--- src/rtl/guess_input_ctrl.sv ---
`default_nettype none
// ============================================================================
// Module      : guess_input_ctrl (with helper guess_input_ctrl_deb)
// Description : Button/switch front end of the guessing game. It produces
//               start/new-number pulses and a valid/ready guess, and it
//               counts the attempts in each round.
//               Define SW_DEBOUNCE_EN to debounce the switch groups as well.
// Revision    : 1.0 - initial release
// ============================================================================

module guess_input_ctrl_deb #(
    parameter int DEBOUNCE_CYCLES = 500000,
    parameter int WIDTH           = 1
) (
    input  logic             clk,
    input  logic             rst,
    input  logic [WIDTH-1:0] i_sync,
    output logic [WIDTH-1:0] o_stable
);
    localparam int c_CNT_W = (DEBOUNCE_CYCLES > 2) ? $clog2(DEBOUNCE_CYCLES) : 1;
    localparam logic [c_CNT_W-1:0] c_CNT_MAX = c_CNT_W'(DEBOUNCE_CYCLES - 1);

    logic [c_CNT_W-1:0] r_cnt;
    logic [WIDTH-1:0]   r_stable;

    // The whole group shares one counter. Any disagreement keeps it running.
    always_ff @(posedge clk) begin
        if (rst) begin
            r_cnt    <= '0;
            r_stable <= '0;
        end else if (i_sync == r_stable) begin
            r_cnt <= '0;
        end else if (r_cnt == c_CNT_MAX) begin
            r_stable <= i_sync;
            r_cnt    <= '0;
        end else begin
            r_cnt <= r_cnt + c_CNT_W'(1);
        end
    end

    assign o_stable = r_stable;
endmodule

module guess_input_ctrl #(
    parameter int DEBOUNCE_CYCLES = 500000,
    parameter int GUESS_W         = 8
) (
    input  logic               clk,
    input  logic               rst,
    input  logic               btnC,
    input  logic               btnU,
    input  logic [15:0]        sw,
    output logic               start_pulse,
    output logic               new_num_pulse,
    output logic               started,
    output logic [GUESS_W-1:0] guess_data,
    output logic               guess_valid,
    input  logic               guess_ready,
    output logic [7:0]         attempt_cnt
);
    localparam logic [1:0] c_ST_IDLE  = 2'd0;
    localparam logic [1:0] c_ST_ARMED = 2'd1;
    localparam logic [1:0] c_ST_HOLD  = 2'd2;

    logic [1:0]         r_btn_s1, r_btn_s2;
    logic [15:0]        r_sw_s1, r_sw_s2;
    logic [1:0]         w_btn_stable;
    logic [1:0]         r_btn_stable_d;
    logic [1:0]         r_rise;
    logic               w_sw_en;
    logic [GUESS_W-1:0] w_sw_guess;
    logic [1:0]         r_state;
    logic               r_started;
    logic               r_valid;
    logic [GUESS_W-1:0] r_data;
    logic [7:0]         r_attempt;
    logic               w_handshake;
    logic               w_new_num;

    // Bit 0 is btnC and bit 1 is btnU.
    always_ff @(posedge clk) begin
        if (rst) begin
            r_btn_s1       <= '0;
            r_btn_s2       <= '0;
            r_sw_s1        <= '0;
            r_sw_s2        <= '0;
            r_btn_stable_d <= '0;
            r_rise         <= '0;
        end else begin
            r_btn_s1       <= {btnU, btnC};
            r_btn_s2       <= r_btn_s1;
            r_sw_s1        <= sw;
            r_sw_s2        <= r_sw_s1;
            r_btn_stable_d <= w_btn_stable;
            r_rise         <= w_btn_stable & ~r_btn_stable_d;
        end
    end

    guess_input_ctrl_deb #(.DEBOUNCE_CYCLES(DEBOUNCE_CYCLES), .WIDTH(1)) u_deb_c (
        .clk(clk), .rst(rst), .i_sync(r_btn_s2[0]), .o_stable(w_btn_stable[0])
    );
    guess_input_ctrl_deb #(.DEBOUNCE_CYCLES(DEBOUNCE_CYCLES), .WIDTH(1)) u_deb_u (
        .clk(clk), .rst(rst), .i_sync(r_btn_s2[1]), .o_stable(w_btn_stable[1])
    );

`ifdef SW_DEBOUNCE_EN
    guess_input_ctrl_deb #(.DEBOUNCE_CYCLES(DEBOUNCE_CYCLES), .WIDTH(1)) u_deb_sw_en (
        .clk(clk), .rst(rst), .i_sync(r_sw_s2[0]), .o_stable(w_sw_en)
    );
    guess_input_ctrl_deb #(.DEBOUNCE_CYCLES(DEBOUNCE_CYCLES), .WIDTH(GUESS_W)) u_deb_sw_val (
        .clk(clk), .rst(rst), .i_sync(r_sw_s2[15:16-GUESS_W]), .o_stable(w_sw_guess)
    );
`else
    assign w_sw_en    = r_sw_s2[0];
    assign w_sw_guess = r_sw_s2[15:16-GUESS_W];
`endif

    generate
        if (GUESS_W < 15) begin : g_unused_sw
            logic w_unused_sw;
            assign w_unused_sw = ^r_sw_s2[15-GUESS_W:1];
        end
    endgenerate

    assign w_handshake = r_valid & guess_ready;
    assign w_new_num   = r_rise[1] & r_started;

    always_ff @(posedge clk) begin
        if (rst) begin
            r_state   <= c_ST_IDLE;
            r_started <= 1'b0;
            r_valid   <= 1'b0;
            r_data    <= '0;
        end else begin
            case (r_state)
                c_ST_IDLE: begin
                    if (r_rise[0]) begin
                        r_started <= 1'b1;
                        r_state   <= c_ST_ARMED;
                    end
                end
                c_ST_ARMED: begin
                    if (r_rise[0] && w_sw_en) begin
                        r_data  <= w_sw_guess;
                        r_valid <= 1'b1;
                        r_state <= c_ST_HOLD;
                    end
                end
                c_ST_HOLD: begin
                    // Presses made while a guess is pending are dropped.
                    if (w_handshake) begin
                        r_valid <= 1'b0;
                        r_state <= c_ST_ARMED;
                    end
                end
                default: r_state <= c_ST_IDLE;
            endcase
        end
    end

    // A new number clears the count even if a handshake lands on the same cycle.
    always_ff @(posedge clk) begin
        if (rst) begin
            r_attempt <= '0;
        end else if (w_new_num) begin
            r_attempt <= '0;
        end else if (w_handshake && (r_attempt != 8'hFF)) begin
            r_attempt <= r_attempt + 8'd1;
        end
    end

    assign start_pulse   = r_rise[0] & (r_state == c_ST_IDLE);
    assign new_num_pulse = w_new_num;
    assign started       = r_started;
    assign guess_data    = r_data;
    assign guess_valid   = r_valid;
    assign attempt_cnt   = r_attempt;
endmodule

`default_nettype wire

--- config.mk ---
export PLATFORM = sky130hd
export DESIGN_NAME = guess_input_ctrl
export DESIGN_NICKNAME = d
export VERILOG_FILES = /design/src/rtl/guess_input_ctrl.sv
export SDC_FILE = /design/constraint.sdc
export NUM_CORES = 1
export LEC_CHECK = 0
export ABC_AREA = 1
export CORE_ASPECT_RATIO = 0.75
export CORE_MARGIN = 5
export CORE_UTILIZATION = 55
export DETAILED_ROUTE_END_ITERATION = 16
export MAX_ROUTING_LAYER = met4
export PLACE_DENSITY = 0.79
export RECOVER_POWER = 25
export SYNTH_ARGS = -nofsm -noshare
export SYNTH_HDL_FRONTEND = slang
export SYNTH_HIERARCHICAL = 1
export SYNTH_SLANG_ARGS = --single-unit
--- constraint.sdc ---
create_clock -name clk -period 1.95 [get_ports clk]
set_clock_uncertainty 0.15 [all_clocks]
set_input_delay 0.39 -clock clk [delete_from_list [all_inputs] [get_ports clk]]
set_output_delay 0.39 -clock clk [all_outputs]
set_load 0.01 [all_outputs]
# Word level (Yosys, flattened, before mapping)
# Cells that the tools add are included.
# totals
register_bits	100
latchBits	0
ramBits	0
mem_bits_ro	0
in_bits	21
output_inout_bits	20
word_cells	55
n_memories	0
# classes
add_sub_neg	3
n_mul	0
div_mod_pow	0
n_lt_le_gt_ge	0
eq_ne	10
shifts	0
mux	7
n_bitwise	7
n_reduce_logical	13
# ops
cell	count
$add 19x1->19 const B	2
$eq 19x19->1 const B	2
$add 8x1->8 const B	1
$ne 8x8->1 const B	1
$reduce_and 2->1	4
$mux 2	3
$ne 2x2->1 const B	3
$pmux 2 s3	1
$reduce_and 3->1	2
$reduce_or 3->1	2
$and 1x1->1	3
$and 2x2->2	1
$eq 1x1->1	2
$eq 2x1->1 const B	1
$eq 2x2->1 const B	1
$logic_and 1x1->1	2
$logic_not 2->1	1
$mux 1	2
$not 1->1	2
$not 2->2	1
$pmux 1 s2	1
$reduce_bool 2->1	1
$reduce_or 2->1	1

# Longest topological paths before layout
# depth
word_depth	3
mapped_depth	9
ltp_nobuf	9

# By module
# Netlist, hierarchy kept.
# modules_own_cells
module	instances	cells_each	area_per_inst_um2	seq_area_each_um2
guess_input_ctrl_deb	2	174	1147.4	400.4
guess_input_ctrl	1	197	1635.3	920.9

# Worst setup path after synthesis
# No wires, ideal clock.
# synth_timing
path_kind	register -> register
startpoint	reg u_deb_c.r_cnt[0]
endpoint	reg u_deb_c.r_cnt[12]
setup_time_ns	0.115
arrival_time_ns	1.209
required_ns	1.685
setup_slack_ns	0.476
stages_incl_launch_ff	8
path_buffers	1
period_less_slack_ns	1.474
cell_sequence	dfxtp_1 > ha_1 > nand3_2 > nor2_1 > nand3_2 > nand2_4 > buf_12 > nor2_2
# synth_via
elab_chain_cells	2
word_cells_on_any_way	3
cone_classes	add/sub: 1; eq/ne: 1; reduce/logical: 1
# synth_rtl
item	line_no	rtl
start: declaration	23	logic [c_CNT_W-1:0] r_cnt;
start signal: assignment	37	r_cnt <= r_cnt + c_CNT_W'(1);
parallel branches: the longest is 2 deep, another holds $add 19x1->19	-	
# Several ways; the timed one is not identified.
# A chain may end at the register's enable or synchronous reset.

# Worst setup path in the final report
# layout_timing
startpoint	reg r_attempt[0], in the netlist attempt_cnt[0]
endpoint	out attempt_cnt[0]
# layout_lines
item	line_no	rtl
start: declaration	76	logic [7:0] r_attempt;
start signal: assignment	168	r_attempt <= r_attempt + 8'd1;
end: declaration	59	output logic [7:0] attempt_cnt
# No word-level cell between the ends.

==> flow_summary.ini <==
[setup_path]
criticalPathCategory = flop to primary output
worstPathCellList = clkdlybuf4s50_1
timing.critical_path.from_type = flop
ff2ff_path_depth = 6
timing.critical_path.max_delay_family = buffers and inverters
data_arrival_time_of_the_critical_path_ns = 1.34
critical_path_buffers_and_inverters = 1
worst_endpoint_required_time_ns = 1.41
critical_path.max_stage_delay_ns = 0.57
timing.rr.end = u_deb_u/r_cnt[11]
crit_path_top_delay_cell = sky130_fd_sc_hd__clkdlybuf4s50_1
worstSetupEndpointType = primary output
regToRegStartpoint = u_deb_u/r_cnt[0]
reg2reg_setup_slack_ns = 0.23
path_max_fanout = 5

[clock_network]
insertion_delay_ns = 0.35
clock_tree.htree_level_count = 3
max-clock-path-buffers = 2
tritoncts = built
cts.clk_slew.worst_paths_ns = 0.09
clock_sinks = 86
numCtsBuffers = 9
root_buffer = sky130_fd_sc_hd__clkbuf_8

[die]
num_io_pins = 41
die_height_um = 83.2
number_of_rows_created_at_floorplan = 26
core_region_area_mm2 = 0.00690
starting_utilization_of_the_core_area_pct = 57.0
die-area_mm2 = 0.00895
dieWidth_um = 108

[pwr]
pwr_density_cell_mw_per_mm2 = 714
combinationalPowerShare_pct = 2.4
power.share.switching_pct = 22.0
power.static_leakage_uw = 0.00177
clock_power_share_pct = 43.2
power.sequential.fraction_pct = 54.4
switching_power_uw = 722
irDropWorstVdd_uv = 416
cellInternalPower_uw = 2550

[synthesis]
synthDominantCellAreaShare_pct = 43.8
syn_avg_cell_area_um2 = 7.21
synthesized_cell_area_mm2 = 0.00393
synthesis.instances = 545
synth_seq_cells = 86
synth_top_cell_by_area = sky130_fd_sc_hd__dfxtp_1
yosysWarningCount = 6
synth_sequential_area_ratio_pct = 43.8
synth.net_count = 569
post_synth_num_cell_types = 30
synth_top_cells_by_area = sky130_fd_sc_hd__dfxtp_1 44%, sky130_fd_sc_hd__nand2_1 12%, sky130_fd_sc_hd__nor2_1 9.1%

[place]
globalplace.congestion = 0.883
worst_case_setup_slack_after_placement_ns = 0.0863
dp.cells = 675
io_buffers = 33
post_dp_cell_area_mm2 = 0.00436
dpl.hpwl_um = 5660

[sta]
actual_slew_at_the_worst_max_slew_pin_ns = 0.491
whs_ns = 0.242
final_hold_fails = 0
number_of_setup_violations_in_the_final_report = 0
fin_tns_setup_ns = 0
rsz_0062_raised_after_global_routing = no
achievable-frequency_mhz = 533
fin_crit_sh_pct = 96.3
timing.final.crit_period_ns = 1.88
drv_slew = 0
timing.final.ws_setup_ns = 0.0724
max-slew-margin-rel_pct = 67.3

[route]
antenna_violating_nets_post_route = 0
route.detailed.vias_per_inst = 4.85
dr.first_iter.drc_count = 146
routedWlPerCell_um = 11.4
detail_route.first_pass.iterations = 4
drc_errors = 0
detailroute.via_count = 3352
postRouteWirelength_um = 7840

[final_layout]
finish.net_count = 612
finalNonFillerCells = 691
final_design_area_no_fill_mm2 = 0.00459
n_antenna_cell = 0
area_growth_syn_to_layout_pct = 16.7
drive_gt1_share_pct = 13.5

[hold_path]
hold_path_end = r_rise[1]
min-delay-path-class = flop to flop
hold_depth = 1
timing.hold.worst.start = r_btn_stable_d[1]

[status]
outcome = completed

[grt]
grt_antenna_before_repair = 0
first_pass_grt_wire_length_um = 13900
gr-total-overflow = 0
number_of_global_route_vias_before_repair = 3234
grt_usage_pct = 19.4
pin_count_of_the_biggest_net_entering_global_routing = 25

[flow_run]
drv_cap = 0
-- what timing repair did --
item,4_1_cts,5_1_grt
hold endpoints to repair,0,0
setup endpoints to repair,2,2
hold buffers,0,0
resized for setup,3,2
cloned,0,0
buffers inserted,0,0
-- layout by cell type, fill, tap and decap left out, types with 3 or more instances in the layout --
cell | synthesis | layout
sky130_fd_sc_hd__nor3_1 | 8 | 8
sky130_fd_sc_hd__xnor2_1 | 4 | 4
sky130_fd_sc_hd__inv_1 | 80 | 80
sky130_fd_sc_hd__inv_2 | 4 | 4
sky130_fd_sc_hd__xor2_1 | 15 | 15
sky130_fd_sc_hd__nand3_2 | 5 | 5
sky130_fd_sc_hd__nor2_2 | 32 | 32
sky130_fd_sc_hd__or2_2 | 4 | 4
sky130_fd_sc_hd__dfxtp_1 | 86 | 84
sky130_fd_sc_hd__nand4_1 | 6 | 6
sky130_fd_sc_hd__nand2_4 | 4 | 4
sky130_fd_sc_hd__clkbuf_8 | 0 | 9
sky130_fd_sc_hd__nand3_1 | 32 | 32
sky130_fd_sc_hd__ha_1 | 3 | 3
sky130_fd_sc_hd__a21oi_1 | 20 | 20
sky130_fd_sc_hd__clkdlybuf4s50_1 | 0 | 30
sky130_fd_sc_hd__nor2_1 | 95 | 95
sky130_fd_sc_hd__nand2_1 | 121 | 121
sky130_fd_sc_hd__inv_6 | 0 | 3
sky130_fd_sc_hd__o21ai_0 | 6 | 6
sky130_fd_sc_hd__a21oi_2 | 3 | 3
-- cells by family after synthesis --
| family | synth area share (%) |
|---|---|
| AO/OA/AOI/OAI | 4.33 |
| XOR/XNOR | 4.23 |
| adder cells (fa/ha/maj) | 0.955 |
| buffers and inverters | 9.46 |
| flip-flops | 43.8 |
| AND/OR/NAND/NOR | 37.2 |
-- power groups by stage --
stage          clock network, uW  logic, uW  registers (uW)
2_1_floorplan                  0       46.9            1820
3_3_place_gp                   0       79.3            1820
3_5_place_dp                   0       81.3            1830
4_1_cts                     1450       82.0            1780
5_1_grt                     1520       89.8            1790
6_report                    1410       78.6            1780
-- cells in the mapped netlist --
| cell | number |
|---|---|
| sky130_fd_sc_hd__a21oi_1 | 20 |
| sky130_fd_sc_hd__a21oi_2 | 3 |
| sky130_fd_sc_hd__a31oi_1 | 1 |
| sky130_fd_sc_hd__buf_1 | 2 |
| sky130_fd_sc_hd__buf_12 | 2 |
| sky130_fd_sc_hd__buf_2 | 1 |
| sky130_fd_sc_hd__clkbuf_1 | 1 |
| sky130_fd_sc_hd__dfxtp_1 | 86 |
| sky130_fd_sc_hd__ha_1 | 3 |
| sky130_fd_sc_hd__inv_1 | 80 |
| sky130_fd_sc_hd__inv_2 | 4 |
| sky130_fd_sc_hd__nand2_1 | 121 |
| sky130_fd_sc_hd__nand2_2 | 2 |
| sky130_fd_sc_hd__nand2_4 | 4 |
| sky130_fd_sc_hd__nand3_1 | 32 |
| sky130_fd_sc_hd__nand3_2 | 5 |
| sky130_fd_sc_hd__nand3b_1 | 2 |
| sky130_fd_sc_hd__nand4_1 | 6 |
| sky130_fd_sc_hd__nor2_1 | 95 |
| sky130_fd_sc_hd__nor2_2 | 32 |
| sky130_fd_sc_hd__nor2_4 | 2 |
| sky130_fd_sc_hd__nor2_8 | 1 |
| sky130_fd_sc_hd__nor3_1 | 8 |
| sky130_fd_sc_hd__nor3_4 | 1 |
| sky130_fd_sc_hd__nor3b_1 | 1 |
| sky130_fd_sc_hd__o21ai_0 | 6 |
| sky130_fd_sc_hd__o31ai_1 | 1 |
| sky130_fd_sc_hd__or2_2 | 4 |
| sky130_fd_sc_hd__xnor2_1 | 4 |
| sky130_fd_sc_hd__xor2_1 | 15 |
-- final cells by class --
class	count	area (um2)
inverters	84	315
multi-input cells	369	1840
well taps	98	123
fillers	592	2310
clock inverters	7	103
flip-flops and latches	86	1720
clock buffers	9	124
repair buffers	38	355
-- registers in the layout, summed over array words and instances, names as in the netlist, 8 cells and up --
signal         cells
attempt_cnt        8
guess_data         8
r_sw_s1            9
u_deb_u/r_cnt     19
r_sw_s2            9
u_deb_c/r_cnt     19
-- metrics by stage --
stage	util, %	total power, uW
6_report	66.5	3280
5_1_grt	66.5	3400
4_1_cts	66.6	3310
3_5_place_dp	63.3	1910
3_3_place_gp	63.3	1900
2_1_floorplan	-	1870
-- per-layer routing --
metal	GRT usage [%]	share of wire [%]	vias up
met2	31.7	48	83
li1	-	-	1752
met3	4.96	5.0	8
met4	5.28	1.2	0
met5	-	0	-
met1	23.7	46	1509
-- how the worst max path moves through the flow --
stage / from / end / slack (ns) / cells after the start
after floorplan: u_deb_c/r_cnt[0] / u_deb_c/r_cnt[12] / 0.48 / 7
after global placement: rst / u_deb_c/r_cnt[9] / 0.11 / 6
after detailed placement: rst / u_deb_u/r_cnt[15] / 0.09 / 6
after CTS: attempt_cnt[3] / attempt_cnt[3] / 0.03 / 1
after global routing: attempt_cnt[5] / attempt_cnt[5] / 0.01 / 1
final: attempt_cnt[0] / attempt_cnt[0] / 0.07 / 1
Power figures use the tool's default switching activity.
